## src/rtl/if_stage.sv

```systemverilog
`timescale 1ns/1ps
// Instruction-fetch stage: owns the PC, runs a single-outstanding imem request/valid
// handshake, drives the IF/ID register, buffers one response caught by a stall, applies BZ redirects.
module if_stage #(
  parameter int unsigned     PC_W     = 16,
  parameter logic [PC_W-1:0] RESET_PC = '0
) (
  input  logic            clk,
  input  logic            rst,
  input  logic            stall,
  input  logic            branch_taken,
  input  logic [5:0]      branch_offset_imm,
  output logic            imem_req,
  output logic [PC_W-1:0] imem_addr,
  input  logic [15:0]     imem_rdata,
  input  logic            imem_valid,
  output logic [15:0]     if_id_instr,
  output logic [PC_W-1:0] if_id_pc,
  output logic            if_id_valid
);

  typedef enum logic [1:0] {ISSUE, WAIT, HOLD, DROP} state_t;

  state_t          state;
  logic [PC_W-1:0] pc;
  logic [PC_W-1:0] pc_inc;
  logic [PC_W-1:0] branch_target;
  logic [PC_W-1:0] hold_pc;
  logic [15:0]     hold_instr;
  logic            in_flight;

  assign pc_inc        = pc + PC_W'(1);
  assign branch_target = if_id_pc + PC_W'(1)
                       + {{(PC_W-6){branch_offset_imm[5]}}, branch_offset_imm};

  // In ISSUE with imem_req high the request is on the bus this cycle, so memory owes a
  // response; in WAIT/DROP a response is still owed unless it is arriving right now.
  assign in_flight = ((state == ISSUE) && imem_req)
                   || (((state == WAIT) || (state == DROP)) && !imem_valid);

  always_ff @(posedge clk or negedge rst) begin
    if (!rst) begin
      state       <= ISSUE;
      pc          <= RESET_PC;
      imem_req    <= 1'b0;
      imem_addr   <= RESET_PC;
      if_id_instr <= '0;
      if_id_pc    <= '0;
      if_id_valid <= 1'b0;
      hold_instr  <= '0;
      hold_pc     <= '0;
    end else begin
      imem_req <= 1'b0;
      if (branch_taken) begin
        // Redirect beats stall: flush IF/ID, drop the buffer, discard any response this cycle.
        pc          <= branch_target;
        if_id_instr <= '0;
        if_id_valid <= 1'b0;
        if (in_flight) begin
          state <= DROP;
        end else begin
          state     <= ISSUE;
          imem_req  <= 1'b1;
          imem_addr <= branch_target;
        end
      end else begin
        unique case (state)
          ISSUE: begin
            if (imem_req) begin
              state <= WAIT;
            end else begin
              imem_req  <= 1'b1;  // first request after reset; imem_addr already equals pc
              imem_addr <= pc;
            end
            if (!stall) begin
              if_id_instr <= '0;
              if_id_valid <= 1'b0;
            end
          end
          WAIT: begin
            if (imem_valid) begin
              pc <= pc_inc;
              if (stall) begin
                hold_instr <= imem_rdata;
                hold_pc    <= pc;
                state      <= HOLD;
              end else begin
                if_id_instr <= imem_rdata;
                if_id_pc    <= pc;
                if_id_valid <= 1'b1;
                state       <= ISSUE;
                imem_req    <= 1'b1;
                imem_addr   <= pc_inc;
              end
            end else if (!stall) begin
              if_id_instr <= '0;
              if_id_valid <= 1'b0;
            end
          end
          HOLD: begin
            if (!stall) begin
              if_id_instr <= hold_instr;
              if_id_pc    <= hold_pc;
              if_id_valid <= 1'b1;
              state       <= ISSUE;
              imem_req    <= 1'b1;
              imem_addr   <= pc;
            end
          end
          DROP: begin
            if (imem_valid) begin
              state     <= ISSUE;
              imem_req  <= 1'b1;
              imem_addr <= pc;
            end
            if (!stall) begin
              if_id_instr <= '0;
              if_id_valid <= 1'b0;
            end
          end
        endcase
      end
    end
  end

endmodule

```

## config.mk

```make
export PLATFORM = sky130hd
export DESIGN_NAME = if_stage
export DESIGN_NICKNAME = d
export VERILOG_FILES = /design/src/rtl/if_stage.sv
export SDC_FILE = /design/constraint.sdc
export NUM_CORES = 1
export LEC_CHECK = 0
export CAP_MARGIN = 15
export CORE_MARGIN = 1
export CORE_UTILIZATION = 60
export DETAILED_ROUTE_END_ITERATION = 10
export GPL_TIMING_DRIVEN = 0
export PLACE_DENSITY = 0.91
export SLEW_MARGIN = 20
export SYNTH_ARGS = -nofsm -noshare
export SYNTH_HDL_FRONTEND = slang
export SYNTH_SLANG_ARGS = --single-unit
export TNS_END_PERCENT = 50
```

## constraint.sdc

```tcl
create_clock -name clk -period 5.28 [get_ports clk]
set_input_delay 1.584 -clock clk [delete_from_list [all_inputs] [get_ports clk]]
set_output_delay 1.584 -clock clk [all_outputs]
set_load 0.005 [all_outputs]
```

# Word level (Yosys, flattened, before mapping)
# Cells that the tools add are included.
# Widths: inputs -> output; s select.
op_classes:
  n_reduce_logical: 16
  bitwise_logic: 1
  addsub: 3
  muxes: 40
  n_eq_ne: 14
ops:
  columns: ["op", "n"]
  rows:
  - ["$mux 16", 17]
  - ["$pmux 16 s4", 1]
  - ["$pmux 16 s3", 1]
  - ["$add 16x1->16 const B", 2]
  - ["$pmux 16 s2", 1]
  - ["$ne 3x3->1 const B", 6]
  - ["$add 16x16->16", 1]
  - ["$mux 2", 7]
  - ["$mux 1", 10]
  - ["$ne 2x2->1 const B", 4]
  - ["$pmux 2 s4", 1]
  - ["$reduce_and 4->1", 2]
  - ["$reduce_and 6->1", 1]
  - ["$reduce_bool 2->1", 3]
  - ["$reduce_and 5->1", 1]
  - ["$eq 2x2->1 const B", 2]
  - ["$ne 4x4->1 const B", 1]
  - ["$pmux 1 s4", 1]
  - ["$reduce_and 2->1", 2]
  - ["$pmux 1 s3", 1]
  - ["$eq 2x1->1 const B", 1]
  - ["$logic_and 1x1->1", 2]
  - ["$logic_not 2->1", 1]
  - ["$logic_or 1x1->1", 2]
  - ["other kinds (3)", 3]
word_totals:
  out_inout_bits: 50
  input_bits: 27
  register_bits: 100
  wordCells: 83

# Longest topological paths before layout
logic_depth:
  ltp_word: 6
  ltp_mapped: 10

# Worst setup path before layout
# Ideal clock, no wire load.
synth_path:
  path_kind: "in2reg"
  startpoint: "in branch_offset_imm[0]"
  endpoint: "reg imem_addr[12]"
  arrival_time_ps: 3302
  required_time_ps: 5145
  setup_ps: 135
  stages: 10
  path_buffers: 0
  slack_ps: 1843
  cell_sequence: "inv_1 -> ha_1 -> inv_1 -> fa_1 -> a211o_1 -> a21oi_1 -> o21ai_1 -> and3_1 -> nor4_1 -> a311oi_1"
synth_between:
  elab_chain_cells: 3
synth_lines:
  columns: ["item", "line", "source"]
  rows:
  - ["start: declaration", "12", "input logic [5:0] branch_offset_imm,"]
  - ["$add 16x16->16", "34", "+ {{(PC_W-6){branch_offset_imm[5]}}, branch_offset_imm};"]
  - ["$mux 16", "59", "if (in_flight) begin"]
  - ["$mux 16", "54", "if (branch_taken) begin"]
  - ["end signal: assignment", "64", "imem_addr <= branch_target;"]
  - ["end signal: assignment", "73", "imem_addr <= pc;"]
  - ["end signal: assignment", "93", "imem_addr <= pc_inc;"]
  - ["end: declaration", "14", "output logic [PC_W-1:0] imem_addr,"]
# Every way passes these cells. The select of a mux whose other input is x is not followed.
# A chain may end at the register's enable or synchronous reset.

# Worst setup path after layout
layout_path:
  startpoint: "in branch_offset_imm[5]"
  endpoint: "reg imem_addr[11]"
# Same word-level chain as after synthesis.

==> run_results.csv <==
group,metric,value,unit
status,status,"finished clean",
pwr,ir_worst_vdd,0.2784,mV
sta,tightest_slew,891.6,ps
place,post-place-ws,934.9,ps
clock_network,hold_buffers,0,
place,place_congestion,0.9665,
yosys,synth_flop_cell,"dfrtp_1",
hold_path,min_from,"imem_addr[3]$_DFFE_PN0P_",
sta,tns,0,ps
global_route,track_usage,33.48,%
yosys,yosysUniqueCellTypes,59,
flow_run,maxCapViolations,0,
place,dp_hpwl,11.92,mm
sta,slew_violations,0,
critical_path,r2r-end,"imem_addr[12]$_DFFE_PN0P_",
sta,hold_viol,0,
yosys,synth_seq_cells,100,
sta,rsz0062_at_grt,"false",
yosys,async_reset_ff_share,100.0,%
floorplanning,ios,77,
route,routed_wl,16.47,mm
sta,fin_worst_skew,14.34,ps
yosys,synth_cells,628,
cells_and_area,antenna_cells,0,
critical_path,worstPathRequired,5530,ps
critical_path,r2r_slack,2580,ps
global_route,grt_pass1_wl,26.09,mm
yosys,synthesis.area,5973,um^2
clock_network,cts_buffers,9,
route,routed_via_density,6.382,
sta,period_needed,4048,ps
sta,layout_setup_ws,1232,ps
hold_path,hold_path_end,"imem_addr[3]$_DFFE_PN0P_",
cells_and_area,final_common_cell,"dfrtp_1",
global_route,globalRoute.totalOverflow,0,
critical_path,rr_startpoint,"if_id_pc[0]$_DFFE_PN0P_",
pwr,power_leakage,3.030,nW
global_route,antenna_found_initial,0,
yosys,yosysWarnings,0,
cells_and_area,nets,766,
route,wl_per_cell,19.28,um
clock_network,clk_pin_slew_worst_paths,90,ps
route,drtPass1Iterations,6,
cells_and_area,instances_no_fill,854,
critical_path,worstPathArrival,4300,ps
route,drtIter0Drc,432,
floorplanning,rows,36,
place,port_buffers,76,
floorplanning,die-width,101.8,um
route,drc,0,
floorplanning,die_h,101.8,um
place,place_inst,838,
floorplanning,start_util,61.39,%
yosys,syn_area_per_cell,9.512,um^2
critical_path,critPathCaptureType,"flip-flop",
critical_path,reg2regPathDepth,10,
sta,post-route-period-util,76.67,%
route,dr_total_vias,5450,
yosys,yosysSeqAreaShare,41.89,%
cells_and_area,drive_gt1_share,11.23,%
clock_network,htreeDepth,3,
clock_network,cts_setup_buffers,0,
route,drtAntennaViolNets,0,
sta,slew_headroom,40.56,%
pwr,power.density,608.4,nW/um^2
clock_network,root_buffer,"clkbuf_8",
clock_network,cts_tree,"built",
critical_path,crit_fanout,11,
global_route,grt_pass1_vias,5391,
clock_network,clock_sinks,100,
cells_and_area,final_core_util,73.30,%
floorplanning,design.die.area,10360,um^2
critical_path,criticalPathCategory,"input pin to flip-flop",
pwr,totalPowerFinal,4.339,mW
cells_and_area,syn2layout_area_growth,19.40,%
global_route,grt_max_degree,62,
cells_and_area,final_cell_mix,"100 x dfrtp_1, 75 x clkdlybuf4s50_1, 60 x nand2_1",
clock_network,ctsResizeCount,0,
critical_path,critPathLaunchType,"input pin",
yosys,synth_edf_count,0,
sta,fmax,0.2470,GHz
clock_network,cts_max_path_buffers,2,
sta,setup_violations,0,
hold_path,hold-path-cell-count,2,
yosys,syn_nets,678,
clock_network,clock_latency,400,ps
floorplanning,core-area,9729,um^2
hold_path,hp-class,"flip-flop to flip-flop",
==> flip-flops by register name (all words and copies together) (netlist names) <==
signal,flops
hold_pc,16
pc,16
hold_instr,16
if_id_valid,1
state,2
if_id_pc,16
imem_addr,16
if_id_instr,16
imem_req,1
==> final cells by class <==
cell class                      count  area (um^2)
Buffer                             48        226.5
Fill cell                         729         2597
Tap cell                          133        166.4
Clock inverter                      5        61.31
Sequential cell                   100         2502
Clock buffer                       11        141.4
Inverter                           17        63.81
Multi-Input combinational cell    463         3181
Timing Repair Buffer               77        789.5
==> power breakdown <==
part | switching, mW | internal (mW)
sequential | 0.295 | 1.14
clock | 0.278 | 0.234
combinational | 1.30 | 1.10
total | 1.87 | 2.47
==> cell usage after synthesis (5+ instances only) <==
master | n | area [um^2]
inv_1 | 16 | 60.06
ha_1 | 22 | 275.3
o41ai_1 | 16 | 140.1
dfrtp_1 | 100 | 2502
clkbuf_1 | 24 | 90.09
nand4_1 | 8 | 50.05
a221oi_1 | 15 | 131.4
nand3_1 | 13 | 65.06
nor2_1 | 33 | 123.9
mux2_2 | 29 | 326.6
buf_2 | 19 | 95.09
a22oi_1 | 5 | 37.54
and3_1 | 9 | 56.30
xor2_1 | 19 | 166.4
nor3_1 | 26 | 130.1
a21oi_1 | 42 | 210.2
mux2i_1 | 19 | 190.2
o21ai_0 | 56 | 280.3
a21o_1 | 7 | 52.55
nand2_1 | 60 | 225.2
xnor2_1 | 24 | 210.2
==> worst max-delay path by stage <==
stage | startpoint | to | slack, ps
CTS | branch_offset_imm[5] | imem_addr[11]$_DFFE_PN0P_ | 1330
floorplan | branch_offset_imm[0] | imem_addr[12]$_DFFE_PN0P_ | 1840
global placement | rst | hold_instr[10]$_DFFE_PN0P_ | -970
global route | branch_offset_imm[5] | imem_addr[11]$_DFFE_PN0P_ | 1100
detailed placement | branch_offset_imm[5] | imem_addr[11]$_DFFE_PN0P_ | 930
finish | branch_offset_imm[5] | imem_addr[11]$_DFFE_PN0P_ | 1230
==> through the flow <==
step           instance area, um^2  hold slack, ps
2_1_floorplan                 5973           449.6
5_1_grt                       7132           526.5
3_5_place_dp                  6929           470.0
4_1_cts                       7132           489.7
6_report                      7132           484.9
3_3_place_gp                  6900           462.0
==> logic make-up after synthesis <==
logic type	synth area share, %
buffers and inverters	4.860
muxes	8.651
AOI/OAI and AO/OA	19.40
DFF	41.89
xor gates and xnor gates	6.305
and+or+nand+nor	13.95
adders and majority gates	4.943
==> metal layers <==
layer  part of all wire, %  up-vias  global-route usage, %
li1                      -     2460                      -
met1                    40     2577                  42.17
met2                    47      354                  54.47
met3                   9.4       59                  6.694
met4                   3.6        0                  18.06
met5                     0        -                      0
==> worst max-delay path: stages <==
cell	delay, ps
clkdlybuf4s50_1	830
ha_1	320
buf_2	170
nand4_1	140
a21oi_1	60
nor3_1	410
o21ai_0	270
xnor2_1	340
o21ai_0	150
Power figures use the tool's default switching activity.
